===== config.mk =====
export PLATFORM = sky130hd
export DESIGN_NAME = sap1_program_loader_flat
export DESIGN_NICKNAME = d
export VERILOG_FILES = /design/src/rtl/sap1_pkg.sv /design/src/rtl/sap1_program_loader_if.sv /design/src/rtl/sap1_program_loader.sv /design/src/flat_wrapper.sv
export SDC_FILE = /design/constraint.sdc
export NUM_CORES = 1
export LEC_CHECK = 0
export CORE_MARGIN = 10
export CORE_UTILIZATION = 41
export CTS_BUF_LIST = sky130_fd_sc_hd__clkbuf_8
export DETAILED_ROUTE_END_ITERATION = 7
export DONT_BUFFER_PORTS = 1
export PLACE_DENSITY = 0.55
export SYNTH_ARGS = -nofsm -noshare
export SYNTH_HDL_FRONTEND = slang
export SYNTH_SLANG_ARGS = --single-unit

===== constraint.sdc =====
create_clock -name clk -period 2.5 [get_ports clk]
set_input_delay 0.5 -clock clk [delete_from_list [all_inputs] [get_ports clk]]
set_output_delay 0.5 -clock clk [all_outputs]
set_load 0.05 [all_outputs]

===== src/rtl/sap1_pkg.sv =====
// Shared SAP-1 loader definitions: bus widths, loader FSM states and the
// trailer checksum test used when LOADER_CHECKSUM_EN is defined.
package sap1_pkg;

  localparam int SAP1_ADDR_WIDTH = 4;
  localparam int SAP1_DATA_WIDTH = 8;

  typedef enum logic [2:0] {
    LD_IDLE  = 3'd0,
    LD_RECV  = 3'd1,
    LD_WRITE = 3'd2,
    LD_CHECK = 3'd3,
    LD_DONE  = 3'd4
  } loader_state_t;

  // A session is valid when the program bytes plus the trailer sum to zero mod 256.
  function automatic logic checksum_ok(input logic [7:0] sum, input logic [7:0] trailer);
    logic [7:0] total;
    total = sum + trailer;
    return (total == 8'd0);
  endfunction

endpackage


===== src/rtl/sap1_program_loader_if.sv =====
// Byte-stream, RAM write port and status signals of the SAP-1 program loader.
// master = byte source / CPU top side, slave = loader.
interface sap1_program_loader_if
  import sap1_pkg::*;
#(
  parameter int ADDR_WIDTH = SAP1_ADDR_WIDTH,
  parameter int DATA_WIDTH = SAP1_DATA_WIDTH
);
  logic                  load_req;
  logic                  abort;
  logic                  in_valid;
  logic [DATA_WIDTH-1:0] in_data;
  logic                  in_ready;
  logic [ADDR_WIDTH-1:0] ram_addr;
  logic [DATA_WIDTH-1:0] ram_data;
  logic                  ram_we;
  logic                  cpu_hold;
  logic                  busy;
  logic                  done;
  logic                  error;

  modport master (
    output load_req, abort, in_valid, in_data,
    input  in_ready, ram_addr, ram_data, ram_we, cpu_hold, busy, done, error
  );

  modport slave (
    input  load_req, abort, in_valid, in_data,
    output in_ready, ram_addr, ram_data, ram_we, cpu_hold, busy, done, error
  );
endinterface


===== src/rtl/sap1_program_loader.sv =====
// Fills SAP-1 program RAM from a valid/ready byte stream while holding the CPU in reset.
// Optional trailer checksum stage enabled by defining LOADER_CHECKSUM_EN.
module sap1_program_loader
  import sap1_pkg::*;
#(
  parameter int ADDR_WIDTH = SAP1_ADDR_WIDTH,
  parameter int DATA_WIDTH = SAP1_DATA_WIDTH,
  parameter int DEPTH      = 16
) (
  input  logic                  clk,
  input  logic                  reset,
  sap1_program_loader_if.slave  bus
);

  localparam logic [ADDR_WIDTH-1:0] LAST_ADDR = ADDR_WIDTH'(DEPTH - 1);

  loader_state_t         r_state;
  loader_state_t         w_state_nxt;
  logic [ADDR_WIDTH-1:0] r_count;
  logic [ADDR_WIDTH-1:0] r_ram_addr;
  logic [DATA_WIDTH-1:0] r_ram_data;
  logic                  r_ram_we;
  logic                  r_in_ready;
  logic                  r_busy;
  logic                  r_done;
  logic                  r_error;
  logic                  w_hs;
  logic                  w_start;
  logic                  w_abort;
  logic                  w_last;
  logic                  w_sum_ok;
`ifdef LOADER_CHECKSUM_EN
  logic [7:0]            r_sum;
`endif

  // Next-state decode; abort outranks a same-cycle handshake.
  always_comb begin
    w_hs        = bus.in_valid && r_in_ready && !bus.abort;
    w_start     = bus.load_req && ((r_state == LD_IDLE) || (r_state == LD_DONE));
    w_abort     = bus.abort && ((r_state == LD_RECV) || (r_state == LD_WRITE) || (r_state == LD_CHECK));
    w_last      = (r_count == LAST_ADDR);
`ifdef LOADER_CHECKSUM_EN
    w_sum_ok    = checksum_ok(r_sum, 8'(bus.in_data));
`else
    w_sum_ok    = 1'b1;
`endif
    w_state_nxt = r_state;
    case (r_state)
      LD_IDLE, LD_DONE: begin
        if (w_start) w_state_nxt = LD_RECV;
        else         w_state_nxt = r_state;
      end
      LD_RECV: begin
        if (w_abort)   w_state_nxt = LD_IDLE;
        else if (w_hs) w_state_nxt = LD_WRITE;
        else           w_state_nxt = LD_RECV;
      end
      LD_WRITE: begin
        if (w_abort)     w_state_nxt = LD_IDLE;
`ifdef LOADER_CHECKSUM_EN
        else if (w_last) w_state_nxt = LD_CHECK;
`else
        else if (w_last) w_state_nxt = LD_DONE;
`endif
        else             w_state_nxt = LD_RECV;
      end
`ifdef LOADER_CHECKSUM_EN
      LD_CHECK: begin
        if (w_abort)   w_state_nxt = LD_IDLE;
        else if (w_hs) w_state_nxt = LD_DONE;
        else           w_state_nxt = LD_CHECK;
      end
`endif
      default: w_state_nxt = LD_IDLE;
    endcase
  end

  // State, counter and registered outputs; strobes are decoded from the next state.
  always_ff @(posedge clk or negedge reset) begin
    if (!reset) begin
      r_state    <= LD_IDLE;
      r_count    <= '0;
      r_ram_addr <= '0;
      r_ram_data <= '0;
      r_ram_we   <= 1'b0;
      r_in_ready <= 1'b0;
      r_busy     <= 1'b0;
      r_done     <= 1'b0;
      r_error    <= 1'b0;
    end else begin
      r_state    <= w_state_nxt;
      r_ram_we   <= (w_state_nxt == LD_WRITE);
      r_in_ready <= (w_state_nxt == LD_RECV) || (w_state_nxt == LD_CHECK);
      r_busy     <= (w_state_nxt == LD_RECV) || (w_state_nxt == LD_WRITE) ||
                    (w_state_nxt == LD_CHECK);
      if (w_start) begin
        r_count <= '0;
      end else if ((r_state == LD_WRITE) && !w_last) begin
        r_count <= r_count + ADDR_WIDTH'(1);
      end
      if ((r_state == LD_RECV) && w_hs) begin
        r_ram_data <= bus.in_data;
        r_ram_addr <= r_count;
      end
`ifdef LOADER_CHECKSUM_EN
      if (w_start) begin
        r_done  <= 1'b0;
        r_error <= 1'b0;
      end else if (w_abort) begin
        r_error <= 1'b1;
      end else if ((r_state == LD_CHECK) && w_hs) begin
        r_done  <= w_sum_ok;
        r_error <= !w_sum_ok;
      end
`else
      if (w_start) begin
        r_done  <= 1'b0;
        r_error <= 1'b0;
      end else if (w_abort) begin
        r_error <= 1'b1;
      end else if ((r_state == LD_WRITE) && w_last && w_sum_ok) begin
        r_done  <= 1'b1;
      end
`endif
    end
  end

`ifdef LOADER_CHECKSUM_EN
  // Running sum of the program bytes, cleared at each session start.
  always_ff @(posedge clk or negedge reset) begin
    if (!reset) begin
      r_sum <= 8'd0;
    end else if (w_start) begin
      r_sum <= 8'd0;
    end else if ((r_state == LD_RECV) && w_hs) begin
      r_sum <= r_sum + 8'(bus.in_data);
    end
  end
`endif

  assign bus.in_ready = r_in_ready;
  assign bus.ram_addr = r_ram_addr;
  assign bus.ram_data = r_ram_data;
  assign bus.ram_we   = r_ram_we;
  assign bus.cpu_hold = r_busy;
  assign bus.busy     = r_busy;
  assign bus.done     = r_done;
  assign bus.error    = r_error;

endmodule


===== src/flat_wrapper.sv =====
// flat-port wrapper written by rule: the top's interface ports become plain ports
module sap1_program_loader_flat import sap1_pkg::*;
#(
  parameter int ADDR_WIDTH = SAP1_ADDR_WIDTH,
  parameter int DATA_WIDTH = SAP1_DATA_WIDTH,
  parameter int DEPTH      = 16
)
  (clk, reset, bus_load_req, bus_abort, bus_in_valid, bus_in_data, bus_in_ready, bus_ram_addr, bus_ram_data, bus_ram_we, bus_cpu_hold, bus_busy, bus_done, bus_error);
  sap1_program_loader_if #(.ADDR_WIDTH(ADDR_WIDTH), .DATA_WIDTH(DATA_WIDTH)) bus_i ();
  input  logic clk;
  input  logic reset;
  input wire logic [$bits(bus_i.load_req)-1:0] bus_load_req;
  input wire logic [$bits(bus_i.abort)-1:0] bus_abort;
  input wire logic [$bits(bus_i.in_valid)-1:0] bus_in_valid;
  input wire logic [$bits(bus_i.in_data)-1:0] bus_in_data;
  output wire logic [$bits(bus_i.in_ready)-1:0] bus_in_ready;
  output wire logic [$bits(bus_i.ram_addr)-1:0] bus_ram_addr;
  output wire logic [$bits(bus_i.ram_data)-1:0] bus_ram_data;
  output wire logic [$bits(bus_i.ram_we)-1:0] bus_ram_we;
  output wire logic [$bits(bus_i.cpu_hold)-1:0] bus_cpu_hold;
  output wire logic [$bits(bus_i.busy)-1:0] bus_busy;
  output wire logic [$bits(bus_i.done)-1:0] bus_done;
  output wire logic [$bits(bus_i.error)-1:0] bus_error;
  assign bus_i.load_req = bus_load_req;
  assign bus_i.abort = bus_abort;
  assign bus_i.in_valid = bus_in_valid;
  assign bus_i.in_data = bus_in_data;
  assign bus_in_ready = bus_i.in_ready;
  assign bus_ram_addr = bus_i.ram_addr;
  assign bus_ram_data = bus_i.ram_data;
  assign bus_ram_we = bus_i.ram_we;
  assign bus_cpu_hold = bus_i.cpu_hold;
  assign bus_busy = bus_i.busy;
  assign bus_done = bus_i.done;
  assign bus_error = bus_i.error;
  sap1_program_loader #(.ADDR_WIDTH(ADDR_WIDTH), .DATA_WIDTH(DATA_WIDTH), .DEPTH(DEPTH)) u_core (.clk(clk), .reset(reset), .bus(bus_i));
endmodule

## Word level (Yosys, flattened, before mapping)

Cells that the tools add are included.

| storage, ports and cells | value |
|---|---|
| register bits after elaboration | 24 |
| latch bits | 0 |
| bits in writable memories | 0 |
| ROM bits | 0 |
| bits of input ports | 13 |
| output and inout port bits | 18 |
| logic and storage cells | 53 |
| memories kept | 0 |

| operators by class | value |
|---|---|
| add/subtract/negate cells | 1 |
| multipliers | 0 |
| divide/modulo/power cells | 0 |
| $lt $le $gt $ge | 0 |
| equality and inequality tests | 9 |
| shift-type cells | 0 |
| multiplexer cells | 13 |
| bitwise operators | 0 |
| reductions and logical operators | 21 |

Operators by type and width:

| cell | number |
|---|---|
| 3-bit by 2-bit equality test with 1-bit output, second input constant | 4 |
| 3-bit two-way mux | 4 |
| 3-bit one-hot mux with 3 select lines | 1 |
| 4-bit two-way mux | 2 |
| 1-bit logical AND | 7 |
| 3-bit by 1-bit equality test with 1-bit output, second input constant | 2 |
| 1-bit logical OR | 6 |
| 2-bit nonzero test | 3 |
| 1-bit two-way mux | 5 |
| 4-bit by 1-bit adder with 4-bit output, second input constant | 1 |
| 4-bit equality test, second input constant | 1 |
| 3-bit equality test, second input constant | 1 |
| 3-bit logical NOT | 1 |
| 1-bit logical NOT | 2 |
| 2-bit two-way mux | 1 |
| 2-bit by 1-bit != test with 1-bit output, second input constant | 1 |
| 2-bit AND reduction | 1 |
| 2-bit OR reduction | 1 |

## Logic depth before layout (Yosys ltp)

| logic depth | value |
|---|---|
| depth in word-level cells | 9 |
| mapped depth | 5 |
| gate-level depth less buffers | 4 |

## Worst setup path before layout

Ideal clock, no wire load.

| timing path | value |
|---|---|
| kind | reg-to-reg |
| from | register u_core.r_in_ready, in the netlist u_core.bus.in_ready |
| to | register u_core.r_ram_addr[3], in the netlist u_core.bus.ram_addr[3] |
| library setup time | 0.128 ns |
| arrival | 1.549 ns |
| required time | 2.372 ns |
| setup slack | 0.823 ns |
| stages on the path, launching flop included | 5 |
| path buffers | 1 |
| clock period less this slack | 1.677 ns |
| cells stage by stage | dfrtp_1 -> nand3b_1 -> and2b_1 -> buf_4 -> mux2_1 |

| between the ends | value |
|---|---|
| cells in the longest elaborated chain, start to end | 3 |

RTL lines:

| element | RTL line | source |
|---|---|---|
| from (decl) | sap1_program_loader.sv:23 | `logic r_in_ready;` |
| from (signal assigned) | sap1_program_loader.sv:93 | `r_in_ready <= (w_state_nxt == LD_RECV) \|\| (w_state_nxt == LD_CHECK);` |
| 1-bit logical AND (2 in a row) | sap1_program_loader.sv:38 | `w_hs = bus.in_valid && r_in_ready && !bus.abort;` |
| 1-bit logical AND | sap1_program_loader.sv:101 | `if ((r_state == LD_RECV) && w_hs) begin` |
| to (signal assigned) | sap1_program_loader.sv:103 | `r_ram_addr <= r_count;` |
| to (decl) | sap1_program_loader.sv:20 | `logic [ADDR_WIDTH-1:0] r_ram_addr;` |

Every way passes these cells.
A chain may end at the register's enable or synchronous reset.

## Worst setup path after layout

| timing path | value |
|---|---|
| from | register u_core.r_state[0] |
| to | register u_core.r_ram_addr[1], in the netlist u_core.bus.ram_addr[1] |

| between the ends | value |
|---|---|
| cells in the longest elaborated chain, start to end | 2 |

RTL lines:

| element | RTL line | source |
|---|---|---|
| from (decl) | sap1_program_loader.sv:17 | `loader_state_t r_state;` |
| from (signal assigned) | sap1_program_loader.sv:91 | `r_state <= w_state_nxt;` |
| 3-bit by 1-bit equality test with 1-bit output | sap1_program_loader.sv:101 |  |
| 1-bit logical AND | sap1_program_loader.sv:101 |  |

Every way passes these cells.

==> flow_summary_export.csv <==
group,metric,value,unit
status,run_status,"finished, final reports clean",
floorplanning,initial_utilization,0.425,
floorplanning,floorplan.die.height,70.5,um
worst_setup_path,worst-setup-path-type,"flip-flop to flip-flop",
placement,place_congestion,0.816,
clock_network,cts.root.buffer_cell,"clkbuf_8",
sta,setup_total_negative_slack,0,ns
power_and_ir_drop,internal_power,0.000842,W
worst_setup_path,worst-endpoint-arrival,1.91,ns
sta,slew_viol_final,0,
worst_hold_path,hold_class,"input port to flip-flop",
detailed_routing,route.detailed.wl_per_inst,17.5,um
detailed_routing,num_vias,603,
floorplanning,dieArea,0.00496,mm^2
clock_network,numCtsBuffers,3,
clock_network,cts_num_sinks,24,
worst_setup_path,slowest_delay,0.51,ns
clock_network,cts_tree,"done",
global_routing,global_route.usage.total,0.0833,
global_routing,first_global_vias,656,
placement,hpwl,1.46,mm
placement,place_area,0.00106,mm^2
floorplanning,io-pin-count,31,
final_layout,layout.cells.most_common_list,"24 x dfrtp_1, 9 x mux2_1, 6 x o21ai_0, 4 x nand3_1, 4 x a21oi_1",
clock_network,htree_num_levels,1,
job,maxCapViolCount,0,
worst_setup_path,cp_max_fo,13,
global_routing,grt_start_max_net_pins,25,
placement,port_buffers,0,
detailed_routing,postRouteAntennaNets,0,
detailed_routing,remaining_drc_errors,0,
synthesis,synth_seq_cells,24,
final_layout,num_antenna_cells,0,
sta,period_minus_slack,1.76,ns
detailed_routing,detail_route.iter0.violations,33,
final_layout,nets,99,
synthesis,synth-async-reset-ratio,1.00,
worst_setup_path,cp-start-kind,"flip-flop",
sta,fmax,0.568,GHz
sta,transition_time_of_the_tightest_slew_check_pin,1.04,ns
worst_setup_path,critical_path_required,2.65,ns
synthesis,yosysWarnings,0,
sta,number_of_endpoints_failing_setup_at_the_final_stage,0,
sta,timing_hold_violations_final,0,
synthesis,avg_cell_area_syn,12.9,um^2
worst_setup_path,crit_chain,"nor3b_2 > and2b_1 > mux2_2",
synthesis,seq_area_frac_synth,0.576,
synthesis,synth_edf_count,0,
clock_network,ctsLongestPathBuffers,2,
floorplanning,core.rowCount,18,
sta,rsz0062_at_grt,"no",
final_layout,postLayoutCellArea,0.00114,mm^2
power_and_ir_drop,power.switching_fraction,0.461,
detailed_routing,drt-vias-per-instance,5.29,
global_routing,first_pass_grt_wire_length,3.33,mm
final_layout,mostFrequentLayoutCell,"dfrtp_1",
clock_network,cts_resized,0,
final_layout,final_core_utilization,0.466,
final_layout,final_layout_size_suffix_gt1_frac,0.155,
synthesis,synth_top_cell_area_share,0.576,
synthesis,synth_top_flop_cell,"dfrtp_1",
synthesis,synth_top_cells_by_area,"dfrtp_1 58%, mux2_1 9.7%, mux2_2 3.2%, o21ai_0 2.9%, buf_4 2.2%",
power_and_ir_drop,power_frac_clock,0.214,
power_and_ir_drop,power_dens_cells,1370,mW/mm^2
worst_setup_path,crit_slowest_cell,"dfrtp_1",
synthesis,yosysUniqueCellTypes,28,
synthesis,synthesis.instances,81,
detailed_routing,wirelength,2.00,mm
clock_network,clk_latency,0.26,ns
global_routing,antenna_found_initial,0,
sta,clock-skew-final,0.000821,ns
power_and_ir_drop,vdd_ir_drop_max,0.781,mV
power_and_ir_drop,power.combinational.fraction,0.195,
sta,final_worst_path_period_share,0.704,
synthesis,synth_top_area_cell,"dfrtp_1",
floorplanning,fp.coreArea,0.00245,mm^2
power_and_ir_drop,seq_power_share,0.591,
sta,worst_slew_margin_rel,0.307,
power_and_ir_drop,power.net_switching,0.000720,W
synthesis,syn_area,0.00104,mm^2
power_and_ir_drop,static_power_due_to_leakage,0.514,nW
synthesis,mappedNetlistNets,95,
final_layout,area_growth_from_synthesis_to_final_layout,9.59,%
detailed_routing,drt_pre_antenna_iters,4,
worst_setup_path,kind_of_end_point_of_the_critical_path,"flip-flop",
final_layout,fillerInstances,223,
global_routing,global_route_total_overflow,0,
floorplanning,die_w,70.5,um
clock_network,clkSlewWorstSetupHoldPaths,0.08,ns
==> final cells by class <==
type	instances	area, um^2	share of cell area
multi-input combinational	52	405	0.354
clock buffer	3	41.3	0.0361
tap	30	37.5	0.0328
sequential	24	601	0.525
inverter	1	3.75	0.00328
timing repair buffer	3	25.0	0.0219
clock inverter	1	30.0	0.0263
==> cells in the mapped netlist (2+ instances only) <==
master and number:
or3b_2 2, nand3_1 4, dfrtp_1 24, nor3_1 2, mux2_2 3, buf_4 3, nor2b_1 3, o21ai_0 6
nor3b_1 2, a21oi_1 4, mux2_1 9, mux2i_1 2, nand2_1 2
==> power groups by stage <==
stage	logic (W)	registers [W]	clock network, W
after floorplan	0.000235	0.000945	0
after global placement	0.000294	0.000934	0
after detailed placement	0.000300	0.000935	0
after CTS	0.000309	0.000927	0.000346
after global routing	0.000338	0.000946	0.000365
final	0.000304	0.000923	0.000335
==> per-layer routing <==
metal	vias to the layer above	GRT usage	wire [um]
met5	-	0	0
met4	0	0.0197	19
met3	2	0.0607	218
met2	24	0.117	840
met1	282	0.0987	919
li1	295	-	-
==> sequential cells by signal, indices dropped and copies added (netlist names) <==
register             flops
u_core.r_count           4
u_core.bus.error         1
u_core.bus.done          1
u_core.r_state           3
u_core.bus.busy          1
u_core.bus.ram_we        1
u_core.bus.in_ready      1
u_core.bus.ram_data      8
u_core.bus.ram_addr      4
==> final timing paths <==
kind / startpoint / endpoint / slack, ns / cells past startpoint
hold / removal: bus_load_req / u_core.bus.error / 0.34 / 1
setup reg to reg: u_core.r_state[0] / u_core.bus.ram_addr[1] / 0.74 / 3
min in group asynchronous: reset / u_core.bus.in_ready / 0.87 / 1
setup / recovery: u_core.r_state[0] / u_core.bus.ram_addr[1] / 0.74 / 3
max in group asynchronous: reset / u_core.bus.ram_data[2] / 1.01 / 1
hold reg to reg: u_core.r_count[3] / u_core.r_count[3] / 0.55 / 1
==> stage by stage <==
| stage | cells | worst slack, ns | power (W) | hold slack [ns] |
|---|---|---|---|---|
| after floorplan | 81 | 0.823 | 0.00118 | 0.204 |
| after global placement | 109 | 0.730 | 0.00123 | 0.205 |
| after detailed placement | 109 | 0.709 | 0.00124 | 0.205 |
| after CTS | 114 | 0.709 | 0.00158 | 0.342 |
| after global routing | 114 | 0.539 | 0.00165 | 0.349 |
| final | 114 | 0.740 | 0.00156 | 0.344 |
==> critical path: cells and delay by family (launching register included) <==
family	cells	cell delay, ns
DFF	1	0.51
and+or+nand+nor	2	0.74
muxes	1	0.39
==> cells by family after synthesis <==
family                   after synthesis  synth area share
buffers and inverters                  5            0.0360
flip-flops                            24             0.576
adder cells (fa/ha/maj)                2            0.0216
AO/OA/AOI/OAI                         13            0.0684
multiplexers                          14             0.149
AND/OR/NAND/NOR                       23             0.150
==> repair_timing <==
item	CTS	global route
hold endpoints to repair	24	0
hold buffers	1	0
setup buffers	0	0
Power figures use the tool's default switching activity.
==> edit 1, RTL diff (same flow settings) <==
Add a define of `LOADER_CHECKSUM_EN`.
--- a/src/rtl/sap1_program_loader.sv
+++ b/src/rtl/sap1_program_loader.sv
@@ -2,2 +2,4 @@
 // Optional trailer checksum stage enabled by defining LOADER_CHECKSUM_EN.
+`define LOADER_CHECKSUM_EN
+
 module sap1_program_loader
Formal check against the unedited RTL: no difference found for any inputs over 10 cycles, from zero or initial values and one cycle with reset low; that may be too few to reach the edited logic, so the function may still have changed.
==> edit 1 against the unedited design <==
  * Fmax shrank 21%
  * Total power increased by 43%
  * Wire length increased by 89%
  * Final area rose by 61%
  * Synthesized area rose by 62%
  * Final cell count up 100%
  * Sequential cell count rose by 8
  * Synthesized cell count grew 120%
  * Setup slack worse by 470 ps
  * Highest routed layer unchanged
==> edit 1: results (changes against the unedited design) <==
The run finished with clean final reports. The worst-case headroom to the max-slew limit is 0.669 (+0.361). The wire length of the first global-routing pass came out at 6270 microns (+88%). The standard cell area after detailed placement is 1740 sq um (+64%). The final routed wire length divided by cell count is 16.3 microns (-7.2%). The worst setup slack after placement came out at 160 ps (-550 ps). The number of standard cells after synthesis is 177 (+120%). The critical path starts at u_core.r_sum[0]$_DFFE_PN0P_.

The non-filler instance count after layout came out at 232 (+100%). The final clock skew came to 2.48 ps (+1.66 ps). The pin count of the biggest net entering global routing came to 33 (+32%). The count of different cell masters after synthesis came to 42 (+50%).

The min-delay analysis places its worst path in the category input port to asynchronous set/reset pin. The met3 usage in global routing came out at 0.0473 (-0.0134). The total clock buffers created by CTS came out at 5 (+2). The part of the Yosys area used for sequential elements came out at 0.473 (-0.102). The layout cell share with drive strength beyond 1 is 0.0934 (-0.0614). The number of nets in the synthesized netlist was 199 (+110%).

By area the synthesized netlist is led by sky130_fd_sc_hd__dfrtp_1, sky130_fd_sc_hd__nand2_1, sky130_fd_sc_hd__ha_1, sky130_fd_sc_hd__nand3_1, sky130_fd_sc_hd__o21ai_0. The clock insertion delay at the later pin of the skew report was 280 ps (+20 ps). The share of flip-flops with an asynchronous set or reset after synthesis is 1.00 (unchanged).

The DRC marker count from the first detailed-route iteration is 88 (+170%). The total inserted antenna cells was 0 (unchanged). The number of fill cells in the layout is 377 (+69%).

The final critical-path required period is 2230 ps (+473 ps). The number of H-tree branching levels was 2 (+1). The total number of nets in the final design is 204 (+110%). The worst stage delay on the critical path came to 440 ps (-70 ps). The total met3 wirelength after detailed routing came to 329 microns (+51%).

The met1 demand-to-capacity share in global routing is 0.131 (+0.0327). The number of gates resized after cts came out at 0 (unchanged). The clock transition at the registers of the reported paths came out at 60 ps (-20 ps). The global-route track usage on met2 came out at 0.158 (+0.0409). The data arrival time of the critical path came out at 2400 ps (+490 ps). Clock tree synthesis selected as its root buffer the cell sky130_fd_sc_hd__clkbuf_8. The detailed-routed wire length on met2 is 1720 microns (+100%).

The total via count after detailed routing was 1277 (+110%). After synthesis, the most frequently instantiated cells are sky130_fd_sc_hd__nand2_1, sky130_fd_sc_hd__dfrtp_1, sky130_fd_sc_hd__nand3_1. The layout overhead on the synthesized area is 8.51%. The cell family with the largest share of critical-path delay is compound AO/OA/AOI/OAI gates. The placed wire-length estimate is 2830 microns (+93%). The post-route met1 wirelength came out at 1690 microns (+84%). The worst vdd rail ir drop came to 0.522 mV (-33%). The maximum fanout count along the critical path came to 3 (-10).

The master of the slowest instance on the critical path is sky130_fd_sc_hd__fa_1. The via count of the first global-routing pass is 1222 (+86%).
-- edit 1: changes by cell type after synthesis, sizes merged, moves of 4 or more --
| cell | unedited run | this run |
|---|---|---|
| o21ai | 6 | 10 |
| ha | 1 | 8 |
| nor2 | 0 | 7 |
| mux2 | 12 | 0 |
| inv | 1 | 5 |
| nand2 | 2 | 41 |
| nand3 | 4 | 14 |
| a21oi | 4 | 8 |
| dfrtp | 24 | 32 |
-- edit 1: stage by stage --
stage               hold slack, ps  power [uW]
floorplan                      204        1730
global placement               206        1860
detailed placement             205        1880
CTS                           42.6        2270
global route                  40.0        2400
finish                        41.8        2240
-- edit 1: power by group --
group          internal (uW)  switching, uW
Combinational            301            456
Sequential               677            435
Clock                    185            183
Total                   1160           1070
-- edit 1: cell families (layout without fill, tap and decap cells) --
kind of cell | count (synthesis) | in the layout | share of synthesized area
adders and majority gates | 9 | 9 | 0.0710
AOI/OAI and AO/OA | 36 | 36 | 0.152
buffers and inverters | 12 | 17 | 0.0385
DFF | 32 | 32 | 0.473
xor gates and xnor gates | 6 | 6 | 0.0311
and+or+nand+nor | 82 | 82 | 0.234
-- edit 1: path summary, 6_finish.rpt --
check	endpoint	depth (start not counted)	slack [ps]
min in group clk	u_core.r_state[1]$_DFF_PN0_	1	300
max in group asynchronous	u_core.r_state[0]$_DFF_PN0_	1	2290
setup reg to reg	u_core.bus.done$_DFFE_PN0P_	7	270
hold / removal	u_core.bus.ram_data[0]$_DFFE_PN0P_	1	40
setup / recovery	u_core.bus.done$_DFFE_PN0P_	7	270
hold reg to reg	u_core.r_sum[5]$_DFFE_PN0P_	2	520
-- edit 1: area by class of cell --
cell class	count	area share
clock buffer	5	0.0375
clock inverter	2	0.00477
tap	50	0.0341
timing repair buffer	5	0.0273
multi-input combinational	133	0.450
sequential	32	0.436
inverter	5	0.0102
==> edit 2, RTL diff (same settings) <==
Made on the original files. The 5 states of `loader_state_t` get a one-hot encoding in 5 bits.
--- a/src/rtl/sap1_pkg.sv
+++ b/src/rtl/sap1_pkg.sv
@@ -7,8 +7,8 @@
 
-  typedef enum logic [2:0] {
-    LD_IDLE  = 3'd0,
-    LD_RECV  = 3'd1,
-    LD_WRITE = 3'd2,
-    LD_CHECK = 3'd3,
-    LD_DONE  = 3'd4
+  typedef enum logic [4:0] {
+    LD_IDLE  = 5'b00001,
+    LD_RECV  = 5'b00010,
+    LD_WRITE = 5'b00100,
+    LD_CHECK = 5'b01000,
+    LD_DONE  = 5'b10000
   } loader_state_t;
Check against the original RTL: no difference found for any inputs over 10 cycles, from zero or initial values and one cycle with reset low; not proved beyond that.
==> edit 2 against the unedited design <==
  * Final area is 14% higher
  * Die area grew 8.8%
  * Final cell count rose by 12%
  * Wire length rose by 14%
  * Utilization up 0.56 points
  * Synthesized cell count rose by 14%
  * Global-route usage grew 1.0 points
  * Sequential cell count increased by 2
  * Count of clock-buffer cells in the layout stayed put
  * Synthesized area increased by 12%
  * Largest cell class unchanged
  * Setup slack improved by 13 ps
Power is not compared: it rests on default switching activity, and its combinational part moved more than twofold at a synthesized area within 25%.
==> edit 2: results (changes against the unedited design) <==
The flow ran to the end, and the final reports show no timing, DRC or antenna violations. The number of iterations in the first detailed-routing pass is 4 (unchanged). The part of the Yosys area used for sequential elements came to 0.555 (-0.0201). The total inserted antenna cells was 0 (unchanged).

The number of hold buffers added after cts is 1 (unchanged). In this run the worst setup path begins at u_core.r_state[2]$_DFF_PN0_. Clock latency on the worst-skew pair, taken at its later pin, is between 200 and 300 ps. The wire length of the first global-routing pass came out at 3880 microns (+16%). The count of different cell masters after synthesis was 31 (+11%). The non-filler instance count after layout was 128 (+12%). The number of fill cells in the layout is 257 (+15%). The wire length reported by the detailed router came out at 2290 microns (+14%).

The number of flip-flops in the largest register is 8 (unchanged). The mean instance size in the synthesized netlist came to 12.8 sq um (-0.98%). The cell sitting at the root of the clock tree is a sky130_fd_sc_hd__clkbuf_8. The final clock skew is 2.29 ps (+1.47 ps). The global routing usage summed across all routing layers came out at 0.0936 (+0.0103). The most used flip-flop cell after synthesis is sky130_fd_sc_hd__dfrtp_1. The share of flip-flops with an asynchronous set or reset after synthesis came out at 1.00 (unchanged). The number of placed instances, taps included was 123 (+13%). The leakage power is between 0.0006 and 0.0007 uW. The placed wire-length estimate came to 1740 microns (+19%). The number of vias per cell after detailed routing came out at 5.50 (+4.0%). The number of warnings issued by yosys is 0 (unchanged). The setup fix buffers added after clock tree synthesis came out at 0 (unchanged). The worst setup slack after placement came out at 750 ps (+40.7 ps).

The DRC marker count from the first detailed-route iteration came out at 47 (+42%). The commonest cells after synthesis are sky130_fd_sc_hd__dfrtp_1, sky130_fd_sc_hd__mux2_4, sky130_fd_sc_hd__nand2_1. By area the synthesized netlist is led by sky130_fd_sc_hd__dfrtp_1, sky130_fd_sc_hd__mux2_4, sky130_fd_sc_hd__nand3_1, sky130_fd_sc_hd__dfstp_2, sky130_fd_sc_hd__nand2_1. The count of input and output buffers is 0 (unchanged). The number of buffers on the longest clock path is 2 (unchanged).

The routability-driven placement congestion ratio is 0.789 (-3.2%). The class of the tightest hold or removal check is input port to asynchronous set/reset pin. The total clock buffers created by CTS is 3 (unchanged). After clock tree synthesis, the clock-pin slew on the worst setup and hold paths is ~90 ps. The maximum fanout count along the critical path came out at 9 (-4). The final count of negative-setup-slack endpoints is 0 (unchanged). The via count of the first global-routing pass came out at 758 (+16%). The total number of nets in the final design was 112 (+13%). The initial antenna violation count came out at 0 (unchanged).

VDD sags by at most about 0.46 mV. The layout cell share with drive strength beyond 1 is 0.258 (+0.103). The number of gates resized after cts came out at 0 (unchanged).

The data arrival time of the critical path came out at 1910 ps (about the same). The number of H-tree branching levels is 1 (unchanged). The pin count of the biggest net entering global routing came out at 26 (+4.0%).
==> edit 2: cell types whose count changed after synthesis, sizes merged, moves of 3 or more <==
cell,unedited run,this run
nor3b,3,0
inv,1,4
nand3,4,7
or3b,3,0
and3,1,4
nor2,0,7
nor2b,3,0
nand2,2,7
o21ai,6,2
==> edit 2: cells by family after synthesis <==
group	synth area share
AO/OA/AOI/OAI	0.0725
XOR/XNOR	0.0224
adder cells (fa/ha/maj)	0.0107
buffers and inverters	0.0352
flip-flops	0.555
multiplexers	0.162
other	0.00320
AND/OR/NAND/NOR	0.139
==> edit 2: report_power, final <==
| group | leakage, uW | total (uW) | internal (uW) | switching [uW] |
|---|---|---|---|---|
| sequential | 0.000353 | 515 | 445 | 69.9 |
| combinational | 0.000261 | 97.9 | 36.1 | 61.8 |
| clock | 0.0000357 | 346 | 214 | 132 |
==> edit 2: stage by stage <==
step	utilization	cell area (sq um)	total power (uW)	hold WS (ps)
global route	0.471	1300	1010	16.9
floorplan	-	1170	593	204
finish	0.471	1300	959	26.2
CTS	0.471	1300	977	21.1
global placement	0.438	1210	611	205
detailed placement	0.438	1210	613	206
==> edit 2: critical path, stage by stage (launching register included) <==
cell and delay, ps:
sky130_fd_sc_hd__dfrtp_1 450, sky130_fd_sc_hd__nor2_1 180, sky130_fd_sc_hd__nand3_2 120, sky130_fd_sc_hd__or2_1 410
sky130_fd_sc_hd__inv_8 170, sky130_fd_sc_hd__mux2_4 300
==> edit 2: area by class of cell <==
class / instances / area, sq um / area share
clock buffers: 3 / 41.3 / 0.0318
clock inverters: 1 / 30.0 / 0.0231
inverters: 4 / 22.5 / 0.0173
multi-input cells: 60 / 480 / 0.370
flip-flops and latches: 26 / 652 / 0.501
well taps: 31 / 38.8 / 0.0298
repair buffers: 3 / 35.0 / 0.0269
==> edit 2: path summary, 6_finish.rpt <==
| path | cells after the start | end | slack, ps |
|---|---|---|---|
| max | 5 | u_core.bus.ram_data[0]$_DFFE_PN0P_ | 750 |
| min | 1 | u_core.r_count[2]$_DFFE_PN0P_ | 30 |
| max reg2reg | 5 | u_core.bus.ram_data[0]$_DFFE_PN0P_ | 750 |
| min reg2reg | 1 | u_core.r_count[3]$_DFFE_PN0P_ | 540 |
| max in group asynchronous | 1 | u_core.bus.ram_addr[1]$_DFFE_PN0P_ | 2330 |
| min in group clk | 1 | u_core.r_state[0]$_DFF_PN1_ | 340 |
==> edit 2: routing by layer <==
layer,track usage,wire length [microns]
met5,0,0
met3,0.0363,190
met1,0.113,944
met4,0.0621,61
met2,0.134,1090
